[src/rtl/shift_unit_arbiter.sv]
// Round-robin arbiter sharing one registered SLL/SRL/SRA/pass shifter between requesters A and B; SHIFT_ARB_STATS_EN adds grant counters.
// Latency: 1 cycle from accept to rsp_valid; one result per cycle when rsp_ready stays high.
// Backpressure: a held result with rsp_ready low blocks both a_ready and b_ready.
module shift_unit_arbiter #(
  parameter int N = 32,
  localparam int SW = $clog2(N)
) (
  input  logic          clk,
  input  logic          rst_n,
  input  logic          a_valid,
  output logic          a_ready,
  input  logic [N-1:0]  a_in,
  input  logic [SW-1:0] a_shamt,
  input  logic [1:0]    a_op,
  input  logic          b_valid,
  output logic          b_ready,
  input  logic [N-1:0]  b_in,
  input  logic [SW-1:0] b_shamt,
  input  logic [1:0]    b_op,
  output logic          rsp_valid,
  input  logic          rsp_ready,
  output logic [N-1:0]  rsp_data,
`ifdef SHIFT_ARB_STATS_EN
  output logic          rsp_id,
  output logic [15:0]   grant_cnt_a,
  output logic [15:0]   grant_cnt_b
`else
  output logic          rsp_id
`endif
);

  typedef enum logic {IDLE, RESP} state_t;

  state_t state, state_nxt;
  logic   prio;
  logic   can_accept;
  logic   grant_b;
  logic   xfer;

  function automatic logic [N-1:0] do_shift(input logic [N-1:0] d,
                                            input logic [SW-1:0] sh,
                                            input logic [1:0] op);
    logic signed [N-1:0] sd;
    sd = d;
    case (op)
      2'b00:   return d << sh;
      2'b01:   return d >> sh;
      2'b10:   return sd >>> sh;
      default: return d;
    endcase
  endfunction

  always_ff @(posedge clk or negedge rst_n) begin
    if (!rst_n) state <= IDLE;
    else        state <= state_nxt;
  end

  // Readiness is gated by rst_n so both readys read low throughout reset.
  always_comb begin
    state_nxt  = state;
    can_accept = rst_n && ((state == IDLE) || rsp_ready);
    grant_b    = b_valid && (!a_valid || prio);
    a_ready    = can_accept && a_valid && !grant_b;
    b_ready    = can_accept && grant_b;
    xfer       = a_ready || b_ready;
    rsp_valid  = (state == RESP);
    case (state)
      IDLE: if (xfer) state_nxt = RESP;
      RESP: begin
        if (xfer)           state_nxt = RESP;
        else if (rsp_ready) state_nxt = IDLE;
      end
      default: state_nxt = IDLE;
    endcase
  end

  always_ff @(posedge clk or negedge rst_n) begin
    if (!rst_n) begin
      rsp_data <= '0;
      rsp_id   <= 1'b0;
      prio     <= 1'b0;
    end else if (xfer) begin
      rsp_data <= b_ready ? do_shift(b_in, b_shamt, b_op)
                          : do_shift(a_in, a_shamt, a_op);
      rsp_id   <= b_ready;
      prio     <= !b_ready;
    end
  end

`ifdef SHIFT_ARB_STATS_EN
  always_ff @(posedge clk or negedge rst_n) begin
    if (!rst_n) begin
      grant_cnt_a <= '0;
      grant_cnt_b <= '0;
    end else begin
      if (a_ready && grant_cnt_a != 16'hFFFF) grant_cnt_a <= grant_cnt_a + 16'd1;
      if (b_ready && grant_cnt_b != 16'hFFFF) grant_cnt_b <= grant_cnt_b + 16'd1;
    end
  end
`endif

endmodule

[config.mk]
export PLATFORM = sky130hd
export DESIGN_NAME = shift_unit_arbiter
export DESIGN_NICKNAME = d
export VERILOG_FILES = /design/src/rtl/shift_unit_arbiter.sv
export SDC_FILE = /design/constraint.sdc
export NUM_CORES = 1
export LEC_CHECK = 0
export ABC_CLOCK_PERIOD_IN_PS = 4500
export BUFFER_PORTS_ARGS = -buffer_cell sky130_fd_sc_hd__buf_2
export CORE_MARGIN = 4
export CORE_UTILIZATION = 40
export DETAILED_ROUTE_END_ITERATION = 12
export PLACE_DENSITY = 0.57
export SETUP_SLACK_MARGIN = 0.05
export SYNTH_ARGS = -nofsm -noshare
export SYNTH_HDL_FRONTEND = slang
export SYNTH_SLANG_ARGS = --single-unit
[constraint.sdc]
create_clock -name clk -period 4.5 [get_ports clk]
set_clock_uncertainty 0.15 [all_clocks]
set_input_delay 0.225 -clock clk [delete_from_list [all_inputs] [get_ports clk]]
set_output_delay 0.225 -clock clk [all_outputs]
set_load 0.005 [all_outputs]
# == Word-level counts from Yosys, hierarchy flattened ==
# Index checks and enable logic that the tools add are counted.
# word_totals
ff_bits,35
in_bits,83
output_inout_bits,36
elab_cells,35
# op_classes
n_reduce_logical,13
shifts,6
muxes,7
n_eq_ne,4
n_bitwise,1
# ops
op,n
32-bit one-hot mux with 3 select lines,2
32-bit by 5-bit << shifter with 32-bit output,2
32-bit by 5-bit right shift with 32-bit output,2
32-bit by 5-bit >>> shifter with 32-bit output,2
32-bit two-way mux,1
1-bit logical AND,5
"2-bit by 1-bit equality test with 1-bit output, second input constant",2
"2-bit equality test, second input constant",2
2-bit zero test,2
1-bit zero test,3
1-bit logical OR,3
1-bit two-way mux,3
1-bit one-hot mux with 2 select lines,1
1-bit NOT,1

# == Longest topological paths before layout ==
# Gate-level depths: netlist of the first run.
# depth
word_depth,8
mapped_depth,11
depth_no_buf,7

# == Least setup slack after synthesis of the first run ==
# OpenSTA, ideal clock, no wires.
# synth_timing
path_type,in2reg
start,in a_shamt[0]
end,reg rsp_data[14]
required_ns,4.216
n_path_buf,2
arrival_ns,2.066
path_stages,7
setup_slack_ns,2.151
path_cell_list,buf_2 > buf_2 > mux4_1 > mux2_2 > a21o_1 > nor4_1 > o211ai_1
# synth_between
elab_chain_cells,3
elab_cells_between_ends,5
classes_between,shift (3); mux (2)
# synth_rtl
item,line,source
"start, declared",13,"input logic [SW-1:0] a_shamt,"
"32-bit by 5-bit >>> shifter with 32-bit output, or another cell as far along",48,2'b10: return sd >>> sh;
32-bit one-hot mux with 3 select lines (*),45,case (op)
32-bit two-way mux (*),83,"rsp_data <= b_ready ? do_shift(b_in, b_shamt, b_op)"
"end signal, assigned",83,
"end, declared",22,"output logic [N-1:0] rsp_data,"
# Mark *: on every way between the ends. The rest lies on a longest branch, timed or not.
# A chain may end at the register's enable or synchronous reset.

# == Worst setup path in the final report of the first run ==
# layout_timing
start,in rst_n
end,reg rsp_data[15]
# layout_between
elab_chain_cells,4
elab_cells_between_ends,6
classes_between,mux (1); reduce/logical (5)
# layout_rtl
item,line,source
"start, declared",9,"input logic rst_n,"
1-bit logical AND (*),61,can_accept = rst_n && ((state == IDLE) || rsp_ready);
1-bit logical AND (2 in series),63,a_ready = can_accept && a_valid && !grant_b;
1-bit logical OR,65,xfer = a_ready || b_ready;
# Marked as above.

==> metrics.md, run 1 <==
| Metric | Value |
|---|---|
| Outcome | complete, no violations |
| Root Buffer | clkbuf_16 |
| EDFF count, synth | 0 |
| Final HPWL DP | 41800 um |
| Critical path type | input port to register |
| Sw Ratio | 48.6% |
| Combinational share of power | 63.6% |
| CP max FO | 25 |
| Initial antenna violation count | 1 |
| Ant diodes | 0 |
| Footprint of the multi-input gates | 8990 um^2 |
| CP required | 4.56 ns |
| Worst VDD drop | 117 uV |
| Starting Density | 40.9% |
| Largest net degree at the start of global routing | 74 |
| Post-route ant nets | 0 |
| Fillers | 2687 |
| Clock slew at reported path FFs | 0.06 ns |
| Core box area | 26200 um^2 |
| Maximum clock frequency | 264 MHz |
| DR pass1 iterations | 6 |
| Htree depth | 2 |
| Primary FF master, synth | dfrtp_1 |
| Most common cell after layout, fill and taps aside | nor2_1 |
| Synth Register Bits | 35 |
| Width of the die | 172 um |
| Arrival @ worst endpoint | 3.85 ns |
| Vias in the first global route | 11400 |
| Num CTS Buffers | 5 |
| Worst Setup Start Kind | input port |
| Setup TNS | 0 ns |
| Drt wl/cell | 34.5 um |
| Hold WC Path Type | input port to register |
| TritonCTS clock tree | yes |
| Share of cells above drive strength 1 | 28.4% |
| Post-Synthesis Cells | 1284 |
| Leak Pwr | 4.38 nW |
| Drc violations | 0 |
| I/O pin count | 119 |
| CTS Sinks | 35 |
| Slew of the pin with the lowest slew margin | 1.25 ns |
| Final WL | 56000 um |
| Syn Nets | 1367 |
| Endpoints failing setup | 0 |
| Internal | 1.28 mW |
| Overall power | 2.49 mW |
| Seq/Total Area, Yosys | 8.17% |
| Avg Cell Area, Syn | 8.35 um^2 |
| Clock Latency Late Sink | 0.29 ns |
| DIE HEIGHT | 172 um |
| Synthesis-to-layout area growth | 6.85% |
| Max Buffers Root-to-Sink | 2 |
| DR vias/cell | 7.66 |
| Psw | 1.21 mW |
| Register Area | 876 um^2 |
| Gr ovfl total | 0 |
| Die ar. | 29500 um^2 |
| Max Cap Viol | 0 |
| Placer congestion estimate | 1.06 |
| DRT iter0 DRCs | 2127 |
| Pwr/cell area | 217 nW/um^2 |
| Clock power share | 16.7% |
| Port Buf Inserts | 118 |
| Rows | 59 |
| Tmin final | 3.78 ns |
| CP endpoint kind | register |
| Global-route wire length before repair | 81600 um |
| Final hold vios | 0 |
| Fin crit share | 84.0% |
| Synthesized area | 10700 um^2 |
| Setup bufs post-CTS | 0 |
| Rel. slew slack | 16.5% |
| Final slew viol count | 0 |
| RSZ-0062 raised after global routing | no |
| Ys Warns | 0 |
| Via count | 12400 |
| # nets final | 1371 |
| Synth unique cells | 79 |
| Most frequent cells in the layout | nor2_1 (135), nand2_1 (129), mux4_2 (121), buf_2 (114), mux2i_1 (87) |
| Synth async-reset ratio | 100% |
| Gr usage total | 37.0% |
| Sequential share of power | 19.7% |
metrics by stage:
step                cell area [um^2]  cells  worst slack, ns  util (%)  hold slack, ns
finish                         11500   1624            0.718      43.7          0.0804
global route                   11500   1624            0.729      43.7           0.145
CTS                            11500   1624            0.994      43.7          0.0804
detailed placement             11300   1615            0.984      43.0           0.193
global placement               11300   1615            0.632      43.0           0.192
floorplan                      10700   1284             2.15         -          -0.221
worst paths after layout:
check	start	end	slack (ns)	depth (start not counted)
worst max register to register	rsp_valid	rsp_data[15]	0.73	9
worst min register to register	rsp_id	rsp_id	0.33	2
min in group asynchronous	rst_n	prio	0.46	3
max in group asynchronous	rst_n	rsp_data[2]	3.35	3
worst max-delay path	rst_n	rsp_data[15]	0.72	10
worst min-delay path	a_valid	prio	0.08	3
cell type report:
cell class / count / share of cell area [%]
multi-input cells: 1069 / 78.5
repair buffers: 162 / 8.26
flip-flops and latches: 35 / 7.64
well taps: 335 / 3.66
clock buffers: 5 / 1.09
inverters: 15 / 0.491
clock inverters: 3 / 0.382
cell usage after synthesis (9+ instances only):
cell type	count	area share [%]
o21ai_0	68	3.2
dfrtp_1	35	8.2
nand2b_1	12	0.70
nand2_1	129	4.5
or3_1	11	0.64
nor3_1	41	1.9
buf_4	18	1.3
mux2_2	50	5.3
nand3_1	22	1.0
nor2_1	135	4.7
a211o_1	9	0.74
a31oi_1	16	0.93
o221ai_1	24	2.0
o211ai_1	30	2.1
a211oi_1	24	1.7
o22ai_1	23	1.3
buf_2	39	1.8
a21oi_1	57	2.7
a22oi_1	9	0.63
o31ai_1	10	0.70
buf_1	9	0.32
nor2b_1	13	0.76
mux2i_1	87	8.1
clkbuf_1	90	3.2
inv_1	13	0.46
mux4_2	121	25
and3_1	17	0.99
per-layer routing:
metal / vias up / part of all wire [%] / GRT usage (%)
li1: 5089 / - / -
met5: - / 0.036 / 0
met2: 1000 / 41 / 52.4
met1: 6224 / 41 / 56.3
met3: 121 / 13 / 8.50
met4: 2 / 3.8 / 10.5
sequential cells by signal (all words and copies together) (netlist names):
signal	count
rsp_id	1
prio	1
rsp_valid	1
rsp_data	32
power groups by stage:
stage	combinational, mW	clock, mW	sequential, mW
4_1_cts	1.53	0.418	0.488
3_5_place_dp	1.52	0	0.493
6_report	1.58	0.415	0.491
3_3_place_gp	1.53	0	0.493
5_1_grt	1.66	0.431	0.495
2_1_floorplan	0.966	0	0.456
worst max-delay path: stages:
cell           delay [ns]
dlygate4sd3_1        0.56
buf_2                0.13
nand4_1              0.13
buf_4                0.27
inv_1                0.80
o21ai_0              0.22
a2111oi_1            1.09
buf_4                0.25
a311oi_1             0.04
o21ai_0              0.10
timing repair:
item | in CTS | in global routing
gates resized for setup | 0 | 0
hold buffers | 1 | 0
endpoints found under the hold margin | 35 | 0
kinds of logic (layout without fill, tap and decap cells):
group,after synthesis,count (layout),share of synthesized area (%)
AO/OA/AOI/OAI,377,377,24.9
buffers and inverters,180,185,8.04
multiplexers,268,268,40.7
flip-flops,35,35,8.17
adder cells (fa/ha/maj),1,1,0.0934
AND/OR/NAND/NOR,421,421,17.9
XOR/XNOR,2,2,0.163
Note: power is estimated with default switching activity, not from simulation.
==> inputs of run 2 (changes only) <==
--- a/config.mk
+++ b/config.mk
@@ -5,12 +5,13 @@
 export SDC_FILE = /design/constraint.sdc
 export NUM_CORES = 1
 export LEC_CHECK = 0
-export ABC_CLOCK_PERIOD_IN_PS = 4500
+export ABC_AREA = 1
+export ABC_CLOCK_PERIOD_IN_PS = 3550
 export BUFFER_PORTS_ARGS = -buffer_cell sky130_fd_sc_hd__buf_2
 export CORE_MARGIN = 4
 export CORE_UTILIZATION = 40
 export DETAILED_ROUTE_END_ITERATION = 12
-export PLACE_DENSITY = 0.57
+export PLACE_DENSITY = 0.58
 export SETUP_SLACK_MARGIN = 0.05
 export SYNTH_ARGS = -nofsm -noshare
 export SYNTH_HDL_FRONTEND = slang
==> constraint.sdc (replaced) <==
create_clock -name clk -period 3.55 [get_ports clk]
set_clock_uncertainty 0.15 [all_clocks]
set_input_delay 0.1775 -clock clk [delete_from_list [all_inputs] [get_ports clk]]
set_output_delay 0.1775 -clock clk [all_outputs]
set_load 0.005 [all_outputs]
==> metrics.md, run 2 <==
| Metric | Value |
|---|---|
| Outcome | complete, no violations |
| Htree depth | 2 |
| Arrival @ worst endpoint | 2.48 ns |
| Width of the die | 160 um |
| Slew of the pin with the lowest slew margin | 1.02 ns |
| Rel. slew slack | 31.5% |
| HP Start | b_in[30] |
| Most common cell after layout, fill and taps aside | nand2_1 |
| Port Buf Inserts | 118 |
| Gr ovfl total | 0 |
| Synth async-reset ratio | 100% |
| Register Area | 876 um^2 |
| Endpoints failing setup | 0 |
| Most frequent cells in the layout | nand2_1 (719), nand3_1 (472), nor2_1 (160), buf_2 (118), o21ai_0 (86) |
| Drt wl/cell | 22.9 um |
| Root Buffer | clkbuf_16 |
| Max Cap Viol | 0 |
| Placer congestion estimate | 1.07 |
| Maximum clock frequency | 417 MHz |
| Num CTS Buffers | 5 |
| Syn Nets | 1959 |
| DIE HEIGHT | 160 um |
| CTS Sinks | 35 |
| Gr usage total | 37.4% |
| Synthesis-to-layout area growth | 9.06% |
| CP endpoint kind | register |
| I/O pin count | 119 |
| Most common library cells after synthesis | nand2_1 (719), nand3_1 (472), nor2_1 (162) |
| Ys Warns | 0 |
| Final hold vios | 0 |
| Rows | 55 |
| EDFF count, synth | 0 |
| CP startpoint | a_shamt[0] |
| Synthesized area | 9190 um^2 |
| Final slew viol count | 0 |
| Global-route wire length before repair | 75300 um |
| Fillers | 2686 |
| Max Buffers Root-to-Sink | 2 |
| Reg-to-reg startpoint | prio |
| Vias in the first global route | 12700 |
| Leak Pwr | 5.26 nW |
| Fin crit share | 67.6% |
| Starting Density | 40.6% |
| Synth unique cells | 39 |
| Post-synth top area share | 29.4% |
| Largest area contributor in the netlist | nand2_1 |
| Primary FF master, synth | dfrtp_1 |
| Max reg flops | 32 |
| DRT iter0 DRCs | 1957 |
| # nets final | 1999 |
| Tmin final | 2.40 ns |
| Hold WC Path Type | input port to register |
| Setup TNS | 0 ns |
| Synth top area cells | nand2_1 (29%), nand3_1 (26%), dfrtp_1 (9.5%), nor2_1 (6.6%), o21ai_0 (4.7%) |
| Pwr/cell area | 284 nW/um^2 |
| Final WL | 50500 um |
| Critical path type | input port to register |
| Share of cells above drive strength 1 | 10.1% |
| CP max FO | 34 |
| Final setup margin | 1.15 ns |
| Clock slew at reported path FFs | 0.06 ns |
| DR vias/cell | 6.31 |
| Seq/Total Area, Yosys | 9.53% |
| TritonCTS clock tree | yes |
| Post-route ant nets | 0 |
| Worst VDD drop | 184 uV |
| Via count | 13900 |
| Worst Setup Start Kind | input port |
| Core box area | 22600 um^2 |
| Footprint of the multi-input gates | 7400 um^2 |
| Post-Synthesis Cells | 1876 |
| Initial antenna violation count | 1 |
| Dpl ws | 0.951 ns |
| DR pass1 iterations | 9 |
| CP required | 3.63 ns |
| RSZ-0062 raised after global routing | no |
| Clock Latency Late Sink | 0.29 ns |
| Largest net degree at the start of global routing | 73 |
| Avg Cell Area, Syn | 4.90 um^2 |
| Top-count cell post-synth | nand2_1 |
| Final HPWL DP | 39600 um |
| Top reg by flops | rsp_data |
| Drc violations | 0 |
| Synth Register Bits | 35 |
| Die ar. | 25500 um^2 |
[run 2: repair_timing]
| action | in CTS | in global routing |
|---|---|---|
| resized for setup | 0 | 0 |
| endpoints found under the hold margin | 36 | 0 |
| buffers inserted | 0 | 0 |
| hold buffers | 2 | 0 |
[run 2: routing by layer]
layer	GRT usage (%)	share of wire, %	vias to the layer above
li1	-	-	6370
met1	45.2	37	6334
met2	63.4	46	955
met3	3.93	8.5	250
met4	23.2	8.3	0
met5	0	0	-
[run 2: final timing paths]
check                      cells past startpoint      endpoint  slack (ns)
setup / recovery                              14   rsp_data[8]        1.15
hold / removal                                 5  rsp_data[30]        0.17
setup reg to reg                               7  rsp_data[14]        1.25
hold reg to reg                                2   rsp_data[1]        0.33
max in group asynchronous                      3  rsp_data[28]        2.54
min in group asynchronous                      3   rsp_data[9]        0.34
[run 2: final cells by class]
type	instances	share of cell area [%]
Tap cell	285	3.56
Inverter	72	2.75
Clock inverter	3	0.437
Multi-Input combinational cell	1644	73.8
Sequential cell	35	8.73
Timing Repair Buffer	158	9.43
Antenna cell	1	0.0250
Clock buffer	5	1.25
[run 2: critical path, cell delays in order]
cell and delay (ns):
buf_2 0.29, inv_4 0.38, nand2_1 0.15, nand3_1 0.09
o21ai_0 0.10, o21ai_0 0.38, nand2_1 0.08, o21ai_0 0.10
nand2_1 0.11, nand2_1 0.08, nand3_1 0.11, o21ai_1 0.21
nand2_1 0.11, nand2_1 0.09
[run 2: logic make-up (layout without fill, tap and decap cells)]
group                  after synthesis  count (layout)  share of synthesized area [%]
and+or+nand+nor                   1406            1406                           65.4
DFF                                 35              35                           9.53
muxes                                2               2                          0.218
other                                0               1                              0
buffers and inverters              197             238                           10.0
AOI/OAI and AO/OA                  236             236                           14.9
[run 2: power by group]
part	switching, mW	leakage, nW	internal [mW]
Clock	0.196	0.0838	0.332
Combinational	1.16	4.74	0.526
Sequential	0.121	0.439	0.512
Total	1.48	5.26	1.37
[run 2: through the flow]
step / std cells / area (um^2) / util (%) / power, mW / hold WS [ns]
4_1_cts: 2202 / 10000 / 44.3 / 2.80 / 0.151
5_1_grt: 2202 / 10000 / 44.3 / 3.01 / 0.169
2_1_floorplan: 1876 / 9190 / - / 1.60 / -0.268
3_3_place_gp: 2192 / 9840 / 43.4 / 2.27 / 0.130
6_report: 2203 / 10000 / 44.3 / 2.85 / 0.171
3_5_place_dp: 2192 / 9840 / 43.4 / 2.26 / 0.130
